<file path="src/rtl/byte_ser_pkg.sv">
// Shared types and constants for the byte serializer.
// State enum includes StParity, used only when BYTE_SER_PARITY_EN is defined.
package byte_ser_pkg;

  localparam int unsigned BYTE_W = 8;
  localparam int unsigned CNT_W  = $clog2(BYTE_W) + 1;

  typedef enum logic [1:0] {
    StIdle,
    StShift,
    StParity
  } ser_state_e;

  function automatic logic even_parity(input logic [BYTE_W-1:0] b);
    return ^b;
  endfunction

endpackage

</file>
<file path="src/rtl/byte_ser_fifo.sv">
// Synchronous byte FIFO with registered occupancy.
// push is ignored when full, pop is ignored when empty.
module byte_ser_fifo
  import byte_ser_pkg::*;
#(
  parameter int unsigned DEPTH = 4
) (
  input  logic                    Clock,
  input  logic                    Reset,
  input  logic                    push,
  input  logic                    pop,
  input  logic [BYTE_W-1:0]       wdata,
  output logic [BYTE_W-1:0]       rdata,
  output logic                    full,
  output logic                    empty,
  output logic [$clog2(DEPTH):0]  level
);

  localparam int unsigned AW = $clog2(DEPTH);
  localparam int unsigned LW = AW + 1;

  logic [BYTE_W-1:0] mem_q [DEPTH];
  logic [AW-1:0]     wptr_q, rptr_q;
  logic [LW-1:0]     level_q, level_d;
  logic              do_push, do_pop;

  assign full    = (level_q == LW'(DEPTH));
  assign empty   = (level_q == '0);
  assign do_push = push && !full;
  assign do_pop  = pop && !empty;
  assign rdata   = mem_q[rptr_q];
  assign level   = level_q;

  always_comb begin
    level_d = level_q;
    unique case ({do_push, do_pop})
      2'b10:   level_d = level_q + LW'(1);
      2'b01:   level_d = level_q - LW'(1);
      default: level_d = level_q;
    endcase
  end

  always_ff @(posedge Clock) begin
    if (do_push) begin
      mem_q[wptr_q] <= wdata;
    end
  end

  // Pointers wrap naturally because DEPTH is a power of two.
  always_ff @(posedge Clock or negedge Reset) begin
    if (!Reset) begin
      wptr_q  <= '0;
      rptr_q  <= '0;
      level_q <= '0;
    end else begin
      if (do_push) wptr_q <= wptr_q + AW'(1);
      if (do_pop)  rptr_q <= rptr_q + AW'(1);
      level_q <= level_d;
    end
  end

endmodule

</file>
<file path="src/rtl/byte_serializer.sv">
// Byte FIFO plus MSB-first bit shifter paced by BitEn.
// Define BYTE_SER_PARITY_EN to append an even-parity bit after each byte.
module byte_serializer
  import byte_ser_pkg::*;
#(
  parameter int unsigned DEPTH      = 4,
  parameter logic        IDLE_LEVEL = 1'b0
) (
  input  logic                   Clock,
  input  logic                   Reset,
  input  logic [BYTE_W-1:0]      DataByte,
  input  logic                   ByteValid,
  output logic                   ByteReady,
  input  logic                   BitEn,
  output logic                   DataOut,
  output logic                   BitValid,
  output logic                   Busy,
  output logic [$clog2(DEPTH):0] Level
);

  logic [BYTE_W-1:0] fifo_rdata;
  logic              fifo_full, fifo_empty, pop;

  byte_ser_fifo #(
    .DEPTH (DEPTH)
  ) u_fifo (
    .Clock (Clock),
    .Reset (Reset),
    .push  (ByteValid),
    .pop   (pop),
    .wdata (DataByte),
    .rdata (fifo_rdata),
    .full  (fifo_full),
    .empty (fifo_empty),
    .level (Level)
  );

  ser_state_e        state_q, state_d;
  logic [BYTE_W-2:0] shreg_q, shreg_d;
  logic [CNT_W-1:0]  cnt_q, cnt_d;
  logic              dout_q, dout_d;
  logic              valid_q, valid_d;
  logic              load, finish;
`ifdef BYTE_SER_PARITY_EN
  logic              par_q, par_d;
`endif

  always_comb begin
    state_d = state_q;
    shreg_d = shreg_q;
    cnt_d   = cnt_q;
    dout_d  = dout_q;
    valid_d = valid_q;
`ifdef BYTE_SER_PARITY_EN
    par_d   = par_q;
`endif
    pop     = 1'b0;
    load    = 1'b0;
    finish  = 1'b0;

    if (BitEn) begin
      case (state_q)
        StIdle: load = !fifo_empty;
        StShift: begin
          if (cnt_q < CNT_W'(BYTE_W)) begin
            dout_d  = shreg_q[BYTE_W-2];
            shreg_d = {shreg_q[BYTE_W-3:0], 1'b0};
            cnt_d   = cnt_q + CNT_W'(1);
          end else begin
`ifdef BYTE_SER_PARITY_EN
            state_d = StParity;
            dout_d  = par_q;
`else
            finish  = 1'b1;
`endif
          end
        end
        StParity: finish = 1'b1;
        default:  state_d = StIdle;
      endcase
    end

    // End of byte: chain straight into the next byte when one is queued.
    if (finish) begin
      if (!fifo_empty) begin
        load = 1'b1;
      end else begin
        dout_d  = IDLE_LEVEL;
        valid_d = 1'b0;
        state_d = StIdle;
      end
    end

    if (load) begin
      pop     = 1'b1;
      dout_d  = fifo_rdata[BYTE_W-1];
      shreg_d = fifo_rdata[BYTE_W-2:0];
      cnt_d   = CNT_W'(1);
      valid_d = 1'b1;
      state_d = StShift;
`ifdef BYTE_SER_PARITY_EN
      par_d   = even_parity(fifo_rdata);
`endif
    end
  end

  always_ff @(posedge Clock or negedge Reset) begin
    if (!Reset) begin
      state_q <= StIdle;
      shreg_q <= '0;
      cnt_q   <= '0;
      dout_q  <= IDLE_LEVEL;
      valid_q <= 1'b0;
`ifdef BYTE_SER_PARITY_EN
      par_q   <= 1'b0;
`endif
    end else begin
      state_q <= state_d;
      shreg_q <= shreg_d;
      cnt_q   <= cnt_d;
      dout_q  <= dout_d;
      valid_q <= valid_d;
`ifdef BYTE_SER_PARITY_EN
      par_q   <= par_d;
`endif
    end
  end

  assign ByteReady = !fifo_full;
  assign DataOut   = dout_q;
  assign BitValid  = valid_q;
  assign Busy      = (state_q != StIdle) || !fifo_empty;

endmodule

</file>
<file path="config.mk">
export PLATFORM = sky130hd
export DESIGN_NAME = byte_serializer
export DESIGN_NICKNAME = d
export VERILOG_FILES = /design/src/rtl/byte_ser_pkg.sv /design/src/rtl/byte_ser_fifo.sv /design/src/rtl/byte_serializer.sv
export SDC_FILE = /design/constraint.sdc
export NUM_CORES = 1
export LEC_CHECK = 0
export BUFFER_PORTS_ARGS = -buffer_cell sky130_fd_sc_hd__buf_2
export CORE_MARGIN = 8
export CORE_UTILIZATION = 40
export CTS_BUF_LIST = sky130_fd_sc_hd__clkbuf_16
export DETAILED_ROUTE_END_ITERATION = 12
export PLACE_DENSITY_LB_ADDON = 0.12
export SLEW_MARGIN = 20
export SYNTH_ARGS = -nofsm -noshare
export SYNTH_HDL_FRONTEND = slang
export SYNTH_SLANG_ARGS = --single-unit
</file>
<file path="constraint.sdc">
create_clock -name Clock -period 3.1 [get_ports Clock]
set_input_delay 0.155 -clock Clock [delete_from_list [all_inputs] [get_ports Clock]]
set_output_delay 0.155 -clock Clock [all_outputs]
set_load 0.005 [all_outputs]
</file>
==> summary.txt, run 1 <==
Synth
  – Post-Synthesis Cells: 150
  – Synth cell types: 35
  – Async set-reset flop share out of synthesis: 40.7%
  – Mapped Area: roughly 2400 µm²
  – Synthesized net count: 173
  – Synthesized area per cell: 15.9 µm²
  – Primary FF master, synth: edfxtp_1
  – Seq/Total Area, Yosys: 63.3%
  – Number of synthesized flops with an enable pin: 32
  – Synth Register Bits: 54
  – Synth warnings: 0

Worst setup path
  – FF-to-FF Start: state_q[0]
  – R2R setup slack: 860 ps
  – Critical Path AT: 2450 ps
  – Delay-heaviest family, CP: adder cells
  – Critical Path Fanout Max: 5
  – Worst Setup End Kind: register
  – Biggest cell delay along the critical path: roughly 380 ps
  – Slowest stage cell, crit path: dfrtp_1
  – End of the worst register-to-register path: u_fifo.level[2]
  – Worst-path cell chain: inv_1 -> ha_1 -> nand3_1 -> a21oi_2 -> ha_1 -> inv_1 -> fa_1 -> xor2_1 -> nor2_1 -> xor2_1
  – Reg2reg path depth: 10
  – Critical path buffers and inverters: 2
  – Crit path kind: reg -> reg
  – Startpoint types: register
  – Required time worst endpoint: 3310 ps

Power
  – Power Density: around 930 nW/µm²
  – Static Leak: 1.08 nW
  – Worst vdd rail ir drop: 455 µV

Min path
  – Hold Crit Start: DataByte[1]
  – Hold endpoint: u_fifo.mem_q[2][1]
  – Hold Crit Class: in -> reg
  – Worst Hold Depth: 1

Route
  – TritonRoute pass-1 iters: 4
  – Post-route ant nets: 0
  – Via count: 1222
  – Vias/cell: 4.93
  – First DRT Iteration DRCs: 101
  – Routed wire length: around 4000 µm
  – WL/cell: 16.3 µm
  – Drt drc: 0

Timing
  – WHS: 74.2 ps
  – Min Tclk post-route: 2240 ps
  – Max-slew violations: 0
  – Final setup viols: 0
  – Peak Freq: 447 MHz
  – Worst Clk Skew: 8.20 ps
  – Setup_tns: 0 ps
  – Final Hold Vio Count: 0
  – Max_slew headroom: 62.3%
  – RSZ-0062 raised after global routing: no
  – Measured slew at the worst slew-check pin: 565 ps
  – Tcrit/Tclk final: around 72%

Floorplan
  – Initial Util: 40.8%
  – Rows: 28
  – Die Y-Extent: 93.3 µm
  – Top Ports: 19
  – Die boundary width: 93.3 µm
  – Full die area: ~8700 µm²
  – Core Region: 5850 µm²

Finish
  – Layout cells sized above 1: 29.5%
  – Layout fillers: slightly above 500
  – Area grow syn2layout: 13.1%
  – Most common cell after layout, fill and taps aside: edfxtp_1
  – Layout Utilization: 46.2%
  – Nets: 195
  – Ant. Diodes: 0
  – Commonest non-fill, non-tap cells in the layout: 32 x edfxtp_1, 22 x dfrtp_1, 18 x buf_2
  – Non-Filler Instances: 248

Clock network
  – H-tree depth: 2
  – Clock root cell: clkbuf_16
  – Worst-skew pair later-pin latency: 290 ps
  – CTS clk-pin slew, worst paths: roughly 70 ps
  – TritonCTS Sinks: 54
  – Clock Path Buffers: 2
  – CTS tree: done
  – Clock buffer count from CTS: 5

Placed design
  – Dpl hpwl: about 2900 µm
  – I/O Buffers: 18
  – Cells after DPL: 239
  – Global placer's final weighted congestion: about 0.74

Global routing
  – Initial antenna violation count: 0
  – GR Layer Usage met3: 3.37%
  – Largest net degree at the start of global routing: 23
  – Global Route Usage Sum: 10.4%
  – Overflow after GRT: 0
  – First-pass GRT wire length: 6880 µm
  – Met2 Use GR: 16.7%
  – Vias in the first global route: ~1400
  – Global route hottest layer: met2
  – Met1 usage in global routing: 12.8%

Run status
  – Status: completed

Flow run
  – Max-cap check violation count: 0
## area by class of cell
type,count,area [µm²],share of cell area [%]
repair buffers,20,108,3.98
multi-input cells,79,800,29.6
inverters,12,45.0,1.67
flip-flops and latches,54,1510,55.9
clock inverters,3,20.0,0.741
clock buffers,5,125,4.63
well taps,75,93.8,3.47
## routing by layer
metal / part of all wire [%] / vias up
met2: 49 / 16
met4: 1.3 / 0
met3: 3.5 / 5
li1: - / 590
met1: 46 / 611
met5: 0 / -
## state kept, by name (all words and copies together), names as in the netlist
| register | cells |
|---|---|
| state_q | 2 |
| shreg_q | 7 |
| cnt_q | 4 |
| u_fifo.mem_q | 32 |
| u_fifo.level | 3 |
| BitValid | 1 |
| u_fifo.wptr_q | 2 |
| u_fifo.rptr_q | 2 |
| DataOut | 1 |
## stage by stage
stage | power, mW | setup WS, ps | cell area [µm²]
detailed placement | 2.01 | 841 | 2550
finish | 2.52 | 863 | 2700
global route | 2.71 | 698 | 2700
global placement | 1.97 | 944 | 2550
floorplan | 1.77 | 703 | 2390
CTS | 2.57 | 823 | 2700
## worst register-to-register path, delay by kind of cell, from the launching register on
| kind | cells | cell delay (ps) |
|---|---|---|
| compound gates | 1 | 170 |
| xor+xnor | 2 | 300 |
| fa+ha+maj | 3 | 920 |
| buf+inv | 2 | 150 |
| flops | 1 | 380 |
| simple gates | 2 | 250 |
## cell families after synthesis
| family | count (synthesis) | share of synthesized area, % |
|---|---|---|
| buf+inv | 17 | 3.25 |
| fa+ha+maj | 11 | 6.08 |
| mux | 24 | 15.1 |
| xor+xnor | 8 | 2.93 |
| simple gates | 23 | 5.45 |
| flops | 54 | 63.3 |
| compound gates | 13 | 3.93 |
## worst max path at each step
stage	from	to	slack (ps)	depth (start not counted)
2_1_floorplan	state_q[0]	u_fifo.level[2]	700	11
3_3_place_gp	u_fifo.level[0]	u_fifo.level[2]	940	9
3_5_place_dp	state_q[0]	u_fifo.level[2]	840	10
4_1_cts	state_q[0]	u_fifo.level[2]	820	10
5_1_grt	state_q[0]	u_fifo.level[2]	700	10
6_report	state_q[0]	u_fifo.level[2]	860	10
## Yosys cell counts, drive strengths merged (4+ instances only)
| master | n | area share (%) |
|---|---|---|
| buf | 4 | 1.2 |
| xor2 | 5 | 1.8 |
| and3 | 5 | 1.3 |
| mux4 | 8 | 7.5 |
| nor2 | 5 | 0.79 |
| inv | 12 | 1.9 |
| edfxtp | 32 | 40 |
| ha | 10 | 5.2 |
| nand2 | 4 | 0.63 |
| mux2 | 13 | 6.3 |
| dfrtp | 22 | 23 |
## what timing repair did
| item | 4_1_cts | 5_1_grt |
|---|---|---|
| buffers inserted | 0 | 0 |
| resized for setup | 0 | 0 |
| endpoints found under the hold margin | 22 | 0 |
| hold buffers | 1 | 0 |
## report_power, final
| part | internal [mW] | switching (mW) | leakage (nW) |
|---|---|---|---|
| logic | 0.436 | 0.373 | 0.451 |
| registers | 0.993 | 0.174 | 0.557 |
| clock network | 0.300 | 0.247 | 0.0679 |
| total | 1.73 | 0.794 | 1.08 |
Power figures use the tool's default switching activity.
==> inputs of run 2 (changes only) <==
==> constraint.sdc (replaced) <==
create_clock -name Clock -period 1.85 [get_ports Clock]
set_input_delay 0.0925 -clock Clock [delete_from_list [all_inputs] [get_ports Clock]]
set_output_delay 0.0925 -clock Clock [all_outputs]
set_load 0.005 [all_outputs]
==> summary.txt, run 2 (same netlist as run 1, synthesis figures left out) <==
Timing
  – RSZ-0062 raised after global routing: yes
  – Max-slew violations: 0 (unchanged)
  – Final Hold Vio Count: 0 (unchanged)
  – Setup_tns: -176 ps (-176 ps)
  – Measured slew at the worst slew-check pin: 516 ps (-48.6 ps)
  – Setup WS post-layout: -143 ps (-1010 ps)
  – Final setup viols: 2 (+2)
  – Peak Freq: 502 MHz (+12%)
  – Max_slew headroom: 65.6% (+3.2 points)
  – Worst Clk Skew: 5.41 ps (-2.79 ps)
  – Tcrit/Tclk final: 108% (+36 points)
  – Min Tclk post-route: 1990 ps (-244 ps)

Route
  – Post-route ant nets: 0 (unchanged)
  – Drt drc: 0 (unchanged)
  – Vias/cell: 4.76 (-3.4%)
  – WL/cell: 15.6 µm (-4.1%)
  – Via count: 1295 (+6.0%)
  – First DRT Iteration DRCs: 83 (-18%)
  – Routed wire length: 4240 µm (+5.2%)
  – TritonRoute pass-1 iters: 5 (+1)

Clock network
  – H-tree depth: 2 (unchanged)
  – TritonCTS Sinks: 54 (unchanged)
  – Worst-skew pair later-pin latency: 290 ps (about the same)
  – Clock root cell: clkbuf_16
  – CTS tree: done
  – Clock Path Buffers: 2 (unchanged)
  – CTS clk-pin slew, worst paths: 70 ps (about the same)
  – Clock buffer count from CTS: 5 (unchanged)

Finish
  – Layout cells sized above 1: 44.2% (+15 points)
  – Layout Utilization: 51.0% (+4.8 points)
  – Nets: 219 (+12%)
  – Most common cell after layout, fill and taps aside: edfxtp_1
  – Commonest non-fill, non-tap cells in the layout: 32 x edfxtp_1, 23 x buf_4, 22 x dfrtp_1
  – Ant. Diodes: 0 (unchanged)
  – Top Registers: u_fifo.mem_q x32, shreg_q x7, cnt_q x4
  – Area grow syn2layout: 24.9%
  – Max reg flops: 32 (unchanged)
  – Most flop-heavy register: u_fifo.mem_q

Power
  – Static Leak: 1.21 nW (+13%)
  – Power Density: 1570 nW/µm² (+68%)
  – Worst vdd rail ir drop: 683 µV (+50%)

Floorplan
  – Core Region: 5850 µm² (unchanged)
  – Full die area: 8700 µm² (unchanged)
  – Initial Util: 40.8% (unchanged)
  – Die boundary width: 93.3 µm (unchanged)
  – Die Y-Extent: 93.3 µm (unchanged)
  – Rows: 28 (unchanged)
  – Top Ports: 19 (unchanged)

Global routing
  – Initial antenna violation count: 0 (unchanged)
  – Overflow after GRT: 0 (unchanged)
  – First-pass GRT wire length: 7550 µm (+9.7%)
  – Global Route Usage Sum: 11.1% (+0.70 points)
  – Largest net degree at the start of global routing: 23 (unchanged)
  – Vias in the first global route: 1506 (+9.3%)

Placed design
  – Global placer's final weighted congestion: 0.736 (-0.93%)
  – Dpl hpwl: 2980 µm (+2.4%)
  – I/O Buffers: 18 (unchanged)

Worst setup path
  – Critical Path Fanout Max: 4 (-1)
  – Required time worst endpoint: 2070 ps (-1240 ps)
  – Critical Path AT: 2210 ps (-240 ps)
  – Crit path kind: reg -> reg
  – Worst Setup End Kind: register
  – Startpoint types: register

Flow run
  – Max-cap check violation count: 0 (unchanged)

Run status
  – Failing checks: negative setup slack
  – Status: complete, but fails checks

Min path
  – Hold Crit Class: in -> reg
-- run 2: cell count changes in the layout (fill, tap and decap cells not counted), sizes merged --
cell / previous run / this run
inv: 13 / 14
clkinvlp: 1 / 0
buf: 19 / 43
-- run 2: critical path, stage by stage, from the launching register on --
cell and delay, ps:
dfrtp_1 380, inv_2 80, ha_4 300, a21oi_2 80, a21oi_4 180, ha_4 150
inv_2 30, fa_2 320, xor2_1 140, nor2_1 110, xor2_1 150
-- run 2: power breakdown --
part	switching (mW)	internal [mW]	leakage (nW)	total [mW]
logic	0.830	1.03	0.580	1.86
clock network	0.429	0.514	0.0748	0.943
registers	0.209	1.66	0.557	1.87
-- run 2: timing repair --
action / CTS / global route
endpoints found under the hold margin: 22 / 0
hold buffers: 1 / 0
resized for setup: 4 / 5
setup endpoints to repair: 2 / 8
buffers inserted: 4 / 4
pin swaps: 4 / 0
-- run 2: final cells by class --
cell class                      instances  area, µm²
Multi-Input combinational cell         79        886
Tap cell                               75       93.8
Inverter                               12       45.0
Clock inverter                          3       26.3
Timing Repair Buffer                   44        295
Clock buffer                            5        125
Fill cell                             488       2870
Sequential cell                        54       1510
-- run 2: routing by layer --
layer / GRT usage (%) / vias up / part of all wire, %
met2: 17.7 / 15 / 49
met1: 14.3 / 630 / 48
met4: 4.30 / 0 / 1.3
met3: 2.48 / 5 / 2.3
li1: - / 645 / -
met5: 0 / - / 0
-- run 2: worst paths after layout --
check	start	end	slack, ps	depth (start not counted)
max in group asynchronous	Reset	shreg_q[2]	1190	2
worst min register to register	BitValid	BitValid	520	2
worst max-delay path	state_q[1]	u_fifo.level[2]	-140	10
worst min-delay path	DataByte[3]	u_fifo.mem_q[0][3]	20	1
worst max register to register	state_q[1]	u_fifo.level[2]	-140	10
min in group asynchronous	Reset	DataOut	310	2
-- run 2: stage by stage --
stage | power (mW) | cells | area [µm²] | setup WS [ps] | hold slack (ps)
CTS | 4.67 | 269 | 2940 | -137 | 9.49
finish | 4.68 | 272 | 2980 | -143 | 19.9
detailed placement | 3.66 | 256 | 2740 | -235 | 104
global route | 5.04 | 272 | 2980 | -278 | 12.1
global placement | 3.59 | 256 | 2740 | -150 | 85.8
floorplan | 3.08 | 150 | 2450 | -370 | -203
==> inputs of run 3 (changes only) <==
--- a/config.mk
+++ b/config.mk
@@ -7,7 +7,7 @@
 export LEC_CHECK = 0
 export BUFFER_PORTS_ARGS = -buffer_cell sky130_fd_sc_hd__buf_2
 export CORE_MARGIN = 8
-export CORE_UTILIZATION = 40
+export CORE_UTILIZATION = 50
 export CTS_BUF_LIST = sky130_fd_sc_hd__clkbuf_16
 export DETAILED_ROUTE_END_ITERATION = 12
 export PLACE_DENSITY_LB_ADDON = 0.12
==> summary.txt, run 3 (same netlist as run 1, synthesis figures left out) <==
Floorplan
  – Full die area: 7240 µm² (-17%)
  – Top Ports: 19 (unchanged)
  – Initial Util: 51.2% (+10 points)
  – Core Region: 4660 µm² (-20%)
  – Rows: 25 (-11%)
  – Die boundary width: 85.1 µm (-8.7%)
  – Die Y-Extent: 85.1 µm (-8.7%)

Finish
  – Top Registers: u_fifo.mem_q x32, shreg_q x7, cnt_q x4
  – Nets: 216 (-1.4%)
  – Layout fillers: 325 (-33%)
  – Area grow syn2layout: 22.1%
  – Finished layout cell area: 2920 µm² (-2.2%)
  – Commonest non-fill, non-tap cells in the layout: 32 x edfxtp_1, 22 x dfrtp_1, 21 x buf_4
  – Non-Filler Instances: 248 (-8.8%)
  – Ant. Diodes: 0 (unchanged)
  – Most flop-heavy register: u_fifo.mem_q
  – Layout cells sized above 1: 42.8% (-1.4 points)
  – Most common cell after layout, fill and taps aside: edfxtp_1
  – Max reg flops: 32 (unchanged)

Global routing
  – Met2 Use GR: 18.5% (+0.78 points)
  – Met1 usage in global routing: 15.9% (+1.5 points)
  – GR Layer Usage met3: 2.90% (+0.41 points)
  – Global route hottest layer: met2
  – Initial antenna violation count: 0 (unchanged)
  – First-pass GRT wire length: 6850 µm (-9.2%)
  – Global Route Usage Sum: 12.2% (+1.1 points)
  – Overflow after GRT: 0 (unchanged)
  – Largest net degree at the start of global routing: 23 (unchanged)
  – Vias in the first global route: 1405 (-6.7%)

Placed design
  – Cells after DPL: 236 (-7.8%)
  – Dpl hpwl: 2920 µm (-1.9%)
  – Post-DP Area: 2720 µm² (-0.69%)
  – Global placer's final weighted congestion: 0.784 (+6.5%)
  – I/O Buffers: 18 (unchanged)
  – Worst slack at placement: -243 ps (-8.49 ps)

Clock network
  – CTS tree: done
  – Clock Path Buffers: 2 (unchanged)
  – Clock buffer count from CTS: 5 (unchanged)
  – CTS clk-pin slew, worst paths: 70 ps (about the same)
  – TritonCTS Sinks: 54 (unchanged)
  – H-tree depth: 2 (unchanged)
  – Worst-skew pair later-pin latency: 290 ps (about the same)
  – Clock root cell: clkbuf_16

Route
  – Routed wire length: 4010 µm (-5.5%)
  – First DRT Iteration DRCs: 46 (-45%)
  – Drt drc: 0 (unchanged)
  – Vias/cell: 5.29 (+11%)
  – Post-route ant nets: 0 (unchanged)
  – Via count: 1311 (+1.2%)
  – WL/cell: 16.2 µm (+3.7%)
  – TritonRoute pass-1 iters: 3 (-2)

Worst setup path
  – Required time worst endpoint: 2060 ps (about the same)
  – Slowest stage cell, crit path: dfrtp_1
  – Crit path kind: reg -> reg
  – Worst Setup End Kind: register
  – Startpoint types: register
  – Worst-path cell chain: inv_2 -> ha_4 -> nand3_4 -> a21oi_4 -> ha_4 -> inv_2 -> fa_2 -> xor2_1 -> nor2_1 -> xor2_1
  – Stages on the worst setup path: 10 (unchanged)
  – Critical path buffers and inverters: 2 (unchanged)
  – Reg2reg path depth: 10 (unchanged)
  – Delay-heaviest family, CP: adder cells
  – Critical Path AT: 2240 ps (+30 ps)
  – Critical Path Fanout Max: 4 (unchanged)
  – Biggest cell delay along the critical path: 380 ps (about the same)

Timing
  – Final Hold Vio Count: 0 (unchanged)
  – RSZ-0062 raised after global routing: yes
  – Min Tclk post-route: 2030 ps (+32.7 ps)
  – WHS: 13.2 ps (-6.70 ps)
  – Measured slew at the worst slew-check pin: 495 ps (-21.7 ps)
  – Setup WS post-layout: -176 ps (-32.7 ps)
  – Setup_tns: -231 ps (-54.3 ps)
  – Tcrit/Tclk final: 109% (+1.8 points)
  – Peak Freq: 494 MHz (-1.6%)
  – Max_slew headroom: 67.0% (+1.4 points)
  – Worst Clk Skew: 4.21 ps (-1.20 ps)
  – Max-slew violations: 0 (unchanged)
  – Final setup viols: 2 (unchanged)

Power
  – Static Leak: 1.19 nW (-2.1%)
  – Worst vdd rail ir drop: 753 µV (+10%)
  – Power Density: 1590 nW/µm² (+1.2%)

Min path
  – Worst Hold Depth: 1 (unchanged)
  – Hold Crit Class: in -> reg

Run status
  – Status: complete, but fails checks
  – Failing checks: negative setup slack

Flow run
  – Max-cap check violation count: 0 (unchanged)
-- run 3: cell types whose count changed in the layout (fill, tap and decap cells not counted), sizes merged --
cell	previous run	this run
buf	43	40
clkinvlp	0	1
inv	14	13
-- run 3: repair_timing --
action,CTS,global route
endpoints found under the setup margin,2,8
hold buffers,1,0
setup buffers,0,4
endpoints found under the hold margin,22,0
resized for setup,2,4
pin swaps,4,0
-- run 3: per-stage QoR --
stage | util (%) | power [mW]
floorplan | - | 3.08
detailed placement | 58.4 | 3.67
CTS | 61.7 | 4.59
global route | 62.6 | 4.93
global placement | 58.4 | 3.59
finish | 62.6 | 4.63
-- run 3: cell type report --
| class | instances | area [µm²] | share of cell area (%) |
|---|---|---|---|
| Clock inverter | 3 | 20.0 | 0.686 |
| Multi-Input combinational cell | 79 | 878 | 30.1 |
| Timing Repair Buffer | 41 | 269 | 9.22 |
| Clock buffer | 5 | 125 | 4.29 |
| Tap cell | 54 | 67.6 | 2.32 |
| Inverter | 12 | 45.0 | 1.54 |
| Sequential cell | 54 | 1510 | 51.8 |
-- run 3: worst paths after layout --
kind,from,to,slack [ps]
hold / removal,DataByte[4],u_fifo.mem_q[2][4],10
hold reg to reg,BitValid,BitValid,510
setup / recovery,state_q[1],u_fifo.level[2],-180
max in group asynchronous,Reset,u_fifo.wptr_q[1],1210
setup reg to reg,state_q[1],u_fifo.level[2],-180
min in group asynchronous,Reset,shreg_q[4],300
-- run 3: routing by layer --
metal	share of wire, %	vias up	wire length [µm]
met5	0	-	0
met4	2.6	0	103
met3	2.9	12	117
met2	47	21	1900
met1	47	644	1890
li1	-	634	-
-- run 3: power breakdown --
| group | total (mW) | switching (mW) | internal [mW] |
|---|---|---|---|
| Sequential | 1.86 | 0.196 | 1.66 |
| Clock | 0.915 | 0.413 | 0.502 |
| Combinational | 1.85 | 0.832 | 1.02 |
